File: config.mk
export PLATFORM = sky130hd
export DESIGN_NAME = processor_sequencer
export DESIGN_NICKNAME = d
export VERILOG_FILES = /design/src/rtl/processor_sequencer.sv
export SDC_FILE = /design/constraint.sdc
export NUM_CORES = 1
export LEC_CHECK = 0
export CORE_UTILIZATION = 54
export CTS_BUF_LIST = sky130_fd_sc_hd__clkbuf_8
export DETAILED_ROUTE_END_ITERATION = 16
export GPL_TIMING_DRIVEN = 0
export PLACE_DENSITY = 0.82
export SETUP_SLACK_MARGIN = 0.4
export SYNTH_ARGS = -nofsm -noshare
export SYNTH_HDL_FRONTEND = slang
export SYNTH_SLANG_ARGS = --single-unit
File: constraint.sdc
create_clock -name clk -period 3.1 [get_ports clk]
set_clock_uncertainty 0.1 [all_clocks]
set_input_delay 0.31 -clock clk [delete_from_list [all_inputs] [get_ports clk]]
set_output_delay 0.31 -clock clk [all_outputs]
set_load 0.005 [all_outputs]
File: src/rtl/processor_sequencer.sv
`default_nettype none
// ============================================================================
// Module   : processor_sequencer
// Brief    : Accepts decoded opcodes over valid/ready, latches the op, issues
//            a one-cycle trigger to the processor selector, waits for done,
//            then holds off for a settle interval before the next accept.
//            Optional BUSY watchdog enabled by PROCESSOR_SEQUENCER_TIMEOUT_EN.
// Revision : 1.0 - initial release
// ============================================================================
module processor_sequencer #(
    parameter int OP_BITS      = 4,
    parameter int SETTLE_CLKS  = 16,
    parameter int SETTLE_BITS  = 16,
    parameter int COUNT_BITS   = 16,
    parameter int TIMEOUT_CLKS = 2**20
) (
    input  logic                  clk,
    input  logic                  reset,
    input  logic [OP_BITS-1:0]    op_in,
    input  logic                  op_valid_in,
    output logic                  op_ready_out,
    input  logic                  halt_in,
    output logic [OP_BITS-1:0]    op_out,
    output logic                  trigger_out,
    input  logic                  done_in,
    output logic                  busy_out,
    output logic                  bad_op_out,
    output logic [COUNT_BITS-1:0] cmd_count_out,
    output logic                  fault_out
);

    // Motion opcodes understood by the selector (Opcode_p encoding).
    localparam logic [OP_BITS-1:0] c_OP_G00 = OP_BITS'(0);
    localparam logic [OP_BITS-1:0] c_OP_G01 = OP_BITS'(1);
    localparam logic [OP_BITS-1:0] c_OP_G02 = OP_BITS'(2);
    localparam logic [OP_BITS-1:0] c_OP_G03 = OP_BITS'(3);

    // Settle counter load value; a zero-length settle bypasses SETTLE.
    localparam logic [SETTLE_BITS-1:0] c_SETTLE_LOAD =
        (SETTLE_CLKS == 0) ? '0 : SETTLE_BITS'(SETTLE_CLKS - 1);

    // Parameter sanity checks at elaboration time.
    if ((SETTLE_CLKS >> SETTLE_BITS) != 0) begin : g_bad_settle_bits
        $error("processor_sequencer: SETTLE_CLKS does not fit in SETTLE_BITS");
    end
    if (TIMEOUT_CLKS < 1) begin : g_bad_timeout
        $error("processor_sequencer: TIMEOUT_CLKS must be at least 1");
    end

    typedef enum logic [2:0] {
        S_IDLE   = 3'd0,
        S_ISSUE  = 3'd1,
        S_BUSY   = 3'd2,
`ifdef PROCESSOR_SEQUENCER_TIMEOUT_EN
        S_SETTLE = 3'd3,
        S_FAULT  = 3'd4
`else
        S_SETTLE = 3'd3
`endif
    } state_t;

    state_t                  r_state;
    state_t                  w_state_next;
    logic [OP_BITS-1:0]      r_op;
    logic                    r_bad_op;
    logic [COUNT_BITS-1:0]   r_count;
    logic [SETTLE_BITS-1:0]  r_settle;
    logic                    w_accept;
    logic                    w_supported;
    logic                    w_complete;

    assign w_supported = (op_in == c_OP_G00) || (op_in == c_OP_G01) ||
                         (op_in == c_OP_G02) || (op_in == c_OP_G03);
    assign w_accept    = op_valid_in && op_ready_out;
    // done is only meaningful once the command has actually been issued.
    assign w_complete  = (r_state == S_BUSY) && done_in;

`ifdef PROCESSOR_SEQUENCER_TIMEOUT_EN
    localparam int c_WD_BITS = $clog2(TIMEOUT_CLKS + 1);
    localparam logic [c_WD_BITS-1:0] c_WD_LAST = c_WD_BITS'(TIMEOUT_CLKS - 1);

    logic [c_WD_BITS-1:0] r_wd;
    logic                 w_wd_expired;

    assign w_wd_expired = (r_wd == c_WD_LAST);

    // Watchdog: cleared while issuing, counts every BUSY cycle.
    always_ff @(posedge clk or negedge reset) begin
        if (!reset) begin
            r_wd <= '0;
        end else if (r_state == S_ISSUE) begin
            r_wd <= '0;
        end else if (r_state == S_BUSY) begin
            r_wd <= r_wd + c_WD_BITS'(1);
        end
    end

    assign fault_out = (r_state == S_FAULT);
`else
    assign fault_out = 1'b0;
`endif

    // State register.
    always_ff @(posedge clk or negedge reset) begin
        if (!reset) begin
            r_state <= S_IDLE;
        end else begin
            r_state <= w_state_next;
        end
    end

    // Next-state logic.
    always_comb begin
        w_state_next = r_state;
        case (r_state)
            S_IDLE: begin
                if (w_accept && w_supported) begin
                    w_state_next = S_ISSUE;
                end
            end
            S_ISSUE: begin
                w_state_next = S_BUSY;
            end
            S_BUSY: begin
                if (done_in) begin
                    w_state_next = (SETTLE_CLKS == 0) ? S_IDLE : S_SETTLE;
                end
`ifdef PROCESSOR_SEQUENCER_TIMEOUT_EN
                else if (w_wd_expired) begin
                    w_state_next = S_FAULT;
                end
`endif
            end
            S_SETTLE: begin
                if (r_settle == '0) begin
                    w_state_next = S_IDLE;
                end
            end
`ifdef PROCESSOR_SEQUENCER_TIMEOUT_EN
            S_FAULT: begin
                w_state_next = S_FAULT;
            end
`endif
            default: begin
                w_state_next = S_IDLE;
            end
        endcase
    end

    // Op latch: only a supported op replaces the selector's op.
    always_ff @(posedge clk or negedge reset) begin
        if (!reset) begin
            r_op <= c_OP_G00;
        end else if (w_accept && w_supported) begin
            r_op <= op_in;
        end
    end

    // Unsupported op consumed: flag it for exactly one cycle.
    always_ff @(posedge clk or negedge reset) begin
        if (!reset) begin
            r_bad_op <= 1'b0;
        end else begin
            r_bad_op <= w_accept && !w_supported;
        end
    end

    // Completed-command counter, wraps naturally.
    always_ff @(posedge clk or negedge reset) begin
        if (!reset) begin
            r_count <= '0;
        end else if (w_complete) begin
            r_count <= r_count + COUNT_BITS'(1);
        end
    end

    // Settle counter: loaded on completion, counts down while settling.
    always_ff @(posedge clk or negedge reset) begin
        if (!reset) begin
            r_settle <= '0;
        end else if (w_complete) begin
            r_settle <= c_SETTLE_LOAD;
        end else if ((r_state == S_SETTLE) && (r_settle != '0)) begin
            r_settle <= r_settle - SETTLE_BITS'(1);
        end
    end

    // Ready is gated by reset so nothing is taken while reset is held.
    assign op_ready_out  = reset && (r_state == S_IDLE) && !halt_in;
    assign op_out        = r_op;
    assign trigger_out   = (r_state == S_ISSUE);
    assign busy_out      = (r_state != S_IDLE);
    assign bad_op_out    = r_bad_op;
    assign cmd_count_out = r_count;

endmodule
`default_nettype wire

Yosys cells after proc, flatten, opt, wreduce, memory -nomap -nowiden:

Cells that the tools add are included.

* latch bits: 0
* register bits: 40
* input port bits: 9
* logic and storage cells: 41
* memories kept: 0
* output and inout bits: 25
* bits in read-only memories: 0
* memory bits (writable): 0

* muxes and demuxes: 6
* shift-type cells: 0
* equal/unequal tests: 9
* $mul: 0
* div/mod/pow operators: 0
* bitwise logic cells: 0
* reductions and logical operators: 19
* $add $sub $neg: 2
* $lt $le $gt $ge: 0

Operators with widths (count)
* $mux 16: 2
* $add 16x1->16 const B: 1
* $logic_not 16->1: 1
* $reduce_bool 16->1: 1
* $sub 16x1->16 const B: 1
* $pmux 3 s4: 1
* $mux 3: 3
* $eq 4x2->1 const B: 2
* $logic_and 1x1->1: 7
* $eq 3x2->1 const B: 2
* $ne 2x2->1 const B: 3
* $eq 4x1->1 const B: 1
* $logic_not 4->1: 1
* $eq 3x1->1 const B: 1
* $logic_not 3->1: 1
* $logic_or 1x1->1: 3
* $reduce_and 3->1: 1
* $reduce_bool 3->1: 1
* $logic_not 1->1: 2
* $reduce_bool 2->1: 1

Depth between registers and ports, before layout:

* depth in word-level cells: 7
* mapped depth: 7
* gate-level depth less buffers: 6

Least setup slack after synthesis:

No wires, ideal clock.

* path kind: register to register
* start point: register r_state[1]
* end point: register r_settle[13]
* setup time: 78 ps
* period minus slack after synthesis: 2230 ps
* setup slack: 870 ps
* path buffers: 0
* required time: 2922 ps
* arrival: 2052 ps
* stages on the path, launching flop included: 6
* path through: dfrtp_1 -> ha_1 -> or3b_2 -> or4_4 -> or3_1 -> a21oi_1

* longest elaborated chain between the ends: 3
* elaborated cells between the ends (all ways): 6
* those cells by class: eq/ne: 2; mux: 1; reduce/logical: 3

Ends and longest elaborated chain
* start: declaration: RTL line 62 `state_t r_state;`
* start signal: assignment: RTL line 108 `r_state <= w_state_next;`
* $eq 3x2->1, on equally long branches: RTL line 76, 183
* $logic_and 1x1->1, on equally long branches: RTL line 76, 183
* $mux 16 or $reduce_bool 2->1 (tied branches)
* end signal: assignment: RTL line 182 `r_settle <= c_SETTLE_LOAD;`
* end signal: assignment: RTL line 184 `r_settle <= r_settle - SETTLE_BITS'(1);`
* end: declaration: RTL line 67 `logic [SETTLE_BITS-1:0] r_settle;`

Several ways; a longest one is shown, not always the timed one.
A chain may end at the register's enable or synchronous reset.

Final worst setup path:

Ends and elaborated chain as after synthesis.

==> summary.txt <==
Setup path
  • Worst EP required: between 3000 and 4000 ps
  • Startpoint types: flop
  • Reg2Reg Capture Point: r_settle[13]
  • Register-to-Register Path Depth: 5
  • Critical Path AT: about 2600 ps
  • CP cell instances: ha_1 -> or3b_2 -> or4_4 -> or3_1 -> a21oi_1
  • Worst r2r src: r_state[1]
  • Max FO, Critical Path: 8
  • Worst path top cell family by delay: simple AND/OR/NAND/NOR gates
  • Buf/Inv on CP: 0
  • Critical Path End Type: flop
  • Flop-to-flop setup slack: ~580 ps
  • Setup Crit Path Kind: reg2reg
  • Slowest Stage Delay on Critical Path: 550 ps
  • Slowest CP cell: or3b_2

Clock network
  • CTS root buf: clkbuf_8
  • CTS tree: done
  • Clk buf depth: 2
  • CTS sink cnt: 39
  • H-tree Lvls: 2
  • Worst-skew pair later-pin latency: 290 ps
  • Hold buffers post-CTS: 0
  • CTS Buf Count: 5
  • Post-CTS setup repair buffer count: 0
  • Clock transition at path regs: about 70 ps

GRT
  • GRT overflow: 0
  • Largest net degree at the start of global routing: 41
  • Gr usage total: a little under a quarter
  • GRT busiest layer: met2
  • Met2 Resource Use GR: between 40% and 50%
  • Met1 usage: 26.3%
  • First-pass GRT wire length: ~7300 um
  • Vias in the first global route: 1687
  • Met3 usage: 5.47%
  • Initial antenna violation count: 0

STA
  • Max Clock Freq: 397 MHz
  • Slew Limit Fails: 0
  • Hold Slack: 36.2 ps
  • RSZ-0062 raised after global routing: false
  • Total Neg Setup Slack: 0 ps
  • Final-report hold violation count: 0
  • Final setup fails: 0
  • Max-slew headroom: 41.9%
  • Final Critical Period: 2520 ps
  • Worst slew pin tran: just under 900 ps
  • Fin crit share: between 80 and 90%

Synthesis
  • Top-count cell post-synth: dfrtp_1
  • Synth cell types: 44
  • Post-synthesis sequential area ratio: 49.2%
  • Mapped cell area: 0.00198 mm2
  • Dominant synthesized flop cell: dfrtp_1
  • Area leader, netlist: dfrtp_1
  • YS warnings: 0
  • Syn Nets: ~210
  • Post-synth top area share: 49.2%
  • Synth Register Bits: 39
  • Synthesized area per cell: roughly 10 um2
  • Synth async-reset ratio: 100%
  • Cell count after synthesis: about 190
  • Count of flip-flops with a built-in enable after synthesis: 0
  • Area contributors post-synth: dfrtp_1, ha_1, xnor2_1, xor2_1, a21oi_1
  • Synth cell count leaders: dfrtp_1, nand2_1, a21oi_1, nor2_1

Route
  • Routed len/inst: roughly 15 um
  • DR vias/cell: around 5.8
  • DRC Markers: 0
  • Iteration-0 DRC Markers: between 100 and 150
  • Drt pass-1 iters: 4
  • Via count: between 1500 and 2000
  • Post-route ant nets: 0
  • Final wirelength: roughly 4100 um

Final layout
  • Number of diodes: 0
  • P&R area growth vs syn: 24.2%
  • Final cell count without fillers: 278
  • Nets: 247
  • Final Util: between 70% and 80%
  • Share of cells above drive strength 1: about a tenth

Power and ir drop
  • Final total power: 1.47 mW
  • PD cells: about 600 mW/mm2
  • Static Leak: 1.14 nW
  • Maximum resistive drop on vdd: 0.499 mV

Floorplanning
  • Die Y: around 63 um
  • Die W: around 63 um
  • Core area: around 0.0034 mm2
  • Initial core utilization: 58.0%
  • Die Area: 0.00392 mm2
  • Boundary pin count: 34
  • Site Rows: 21

Worst hold path
  • Worst hold path type: in2async

Job
  • Max-Cap Viols: 0

Placed design
  • Placed insts: between 200 and 300
  • Port-buffer cells: 32
  • HPWL Detailed: 2910 um
  • Gpl congestion: between 0.8 and 0.9

Status
  • Outcome: finished, final reports clean
report_power, final:
group          total (mW)  internal [mW]  switching [mW]
sequential          0.662          0.582          0.0801
combinational       0.442          0.237           0.206
clock               0.369          0.200           0.169
registers in the layout, summed over array words and instances (netlist names):
| name | flops |
|---|---|
| op_out | 4 |
| r_settle | 16 |
| r_state | 2 |
| cmd_count_out | 16 |
| bad_op_out | 1 |
logic make-up after synthesis:
family,after synthesis,synth area share [%]
AO/OA/AOI/OAI,32,10.0
XOR/XNOR,15,6.63
adder cells (fa/ha/maj),7,4.42
buffers and inverters,12,2.46
flip-flops,39,49.2
multiplexers,6,3.22
other,1,0.189
AND/OR/NAND/NOR,80,23.8
per-layer routing:
| metal | up-vias | wire (um) | part of all wire [%] |
|---|---|---|---|
| li1 | 762 | - | - |
| met1 | 795 | 1700 | 42 |
| met2 | 43 | 2070 | 51 |
| met3 | 9 | 206 | 5.1 |
| met4 | 0 | 73 | 1.8 |
| met5 | - | 0 | 0 |
final cells by class:
type                       instances  area [um2]
inverter                           8        30.0
multi-input combinational        141         963
tap                               46        57.6
clock buffer                       7        96.3
timing repair buffer              32         315
sequential                        39         976
clock inverter                     1        3.75
fill                             252         955
buffer                             4        18.8
timing repair:
item,CTS,global route
hold endpoints to repair,0,0
resized for setup,0,1
setup endpoints to repair,0,1
cell usage in the layout, fill, tap and decap left out, types with 3 or more instances in the layout:
| master | Yosys | final |
|---|---|---|
| and3_1 | 5 | 5 |
| clkbuf_8 | 0 | 7 |
| or3_1 | 3 | 3 |
| xor2_1 | 7 | 7 |
| clkbuf_1 | 3 | 3 |
| mux2_2 | 3 | 3 |
| ha_1 | 7 | 7 |
| nand2b_1 | 3 | 3 |
| xnor2_1 | 8 | 8 |
| a21oi_1 | 12 | 12 |
| nand2_1 | 15 | 15 |
| and4_1 | 4 | 4 |
| clkdlybuf4s50_1 | 0 | 31 |
| mux2i_1 | 3 | 3 |
| o21ai_0 | 8 | 8 |
| nor3_1 | 5 | 5 |
| nor4_1 | 3 | 3 |
| nor2_1 | 12 | 12 |
| nand4_1 | 3 | 3 |
| o31ai_1 | 3 | 3 |
| dfrtp_1 | 39 | 39 |
| nand3_1 | 8 | 8 |
| inv_1 | 8 | 9 |
| or4_4 | 4 | 4 |
how the worst max path moves through the flow:
| stage | from | end | slack [ps] | cells past startpoint |
|---|---|---|---|---|
| 6_report | r_state[1] | r_settle[13] | 580 | 5 |
| 2_1_floorplan | r_state[1] | r_settle[13] | 870 | 5 |
| 4_1_cts | r_settle[0] | r_state[1] | 590 | 6 |
| 3_3_place_gp | reset | r_state[1] | -570 | 5 |
| 5_1_grt | r_settle[0] | r_state[1] | 410 | 6 |
| 3_5_place_dp | reset | r_state[1] | 450 | 5 |
through the flow:
step / setup slack [ps] / cell area [um2]
final: 579 / 2460
after global routing: 407 / 2460
after CTS: 591 / 2450
after detailed placement: 447 / 2350
after global placement: -567 / 2360
after floorplan: 870 / 1980
Power figures use the tool's default switching activity.
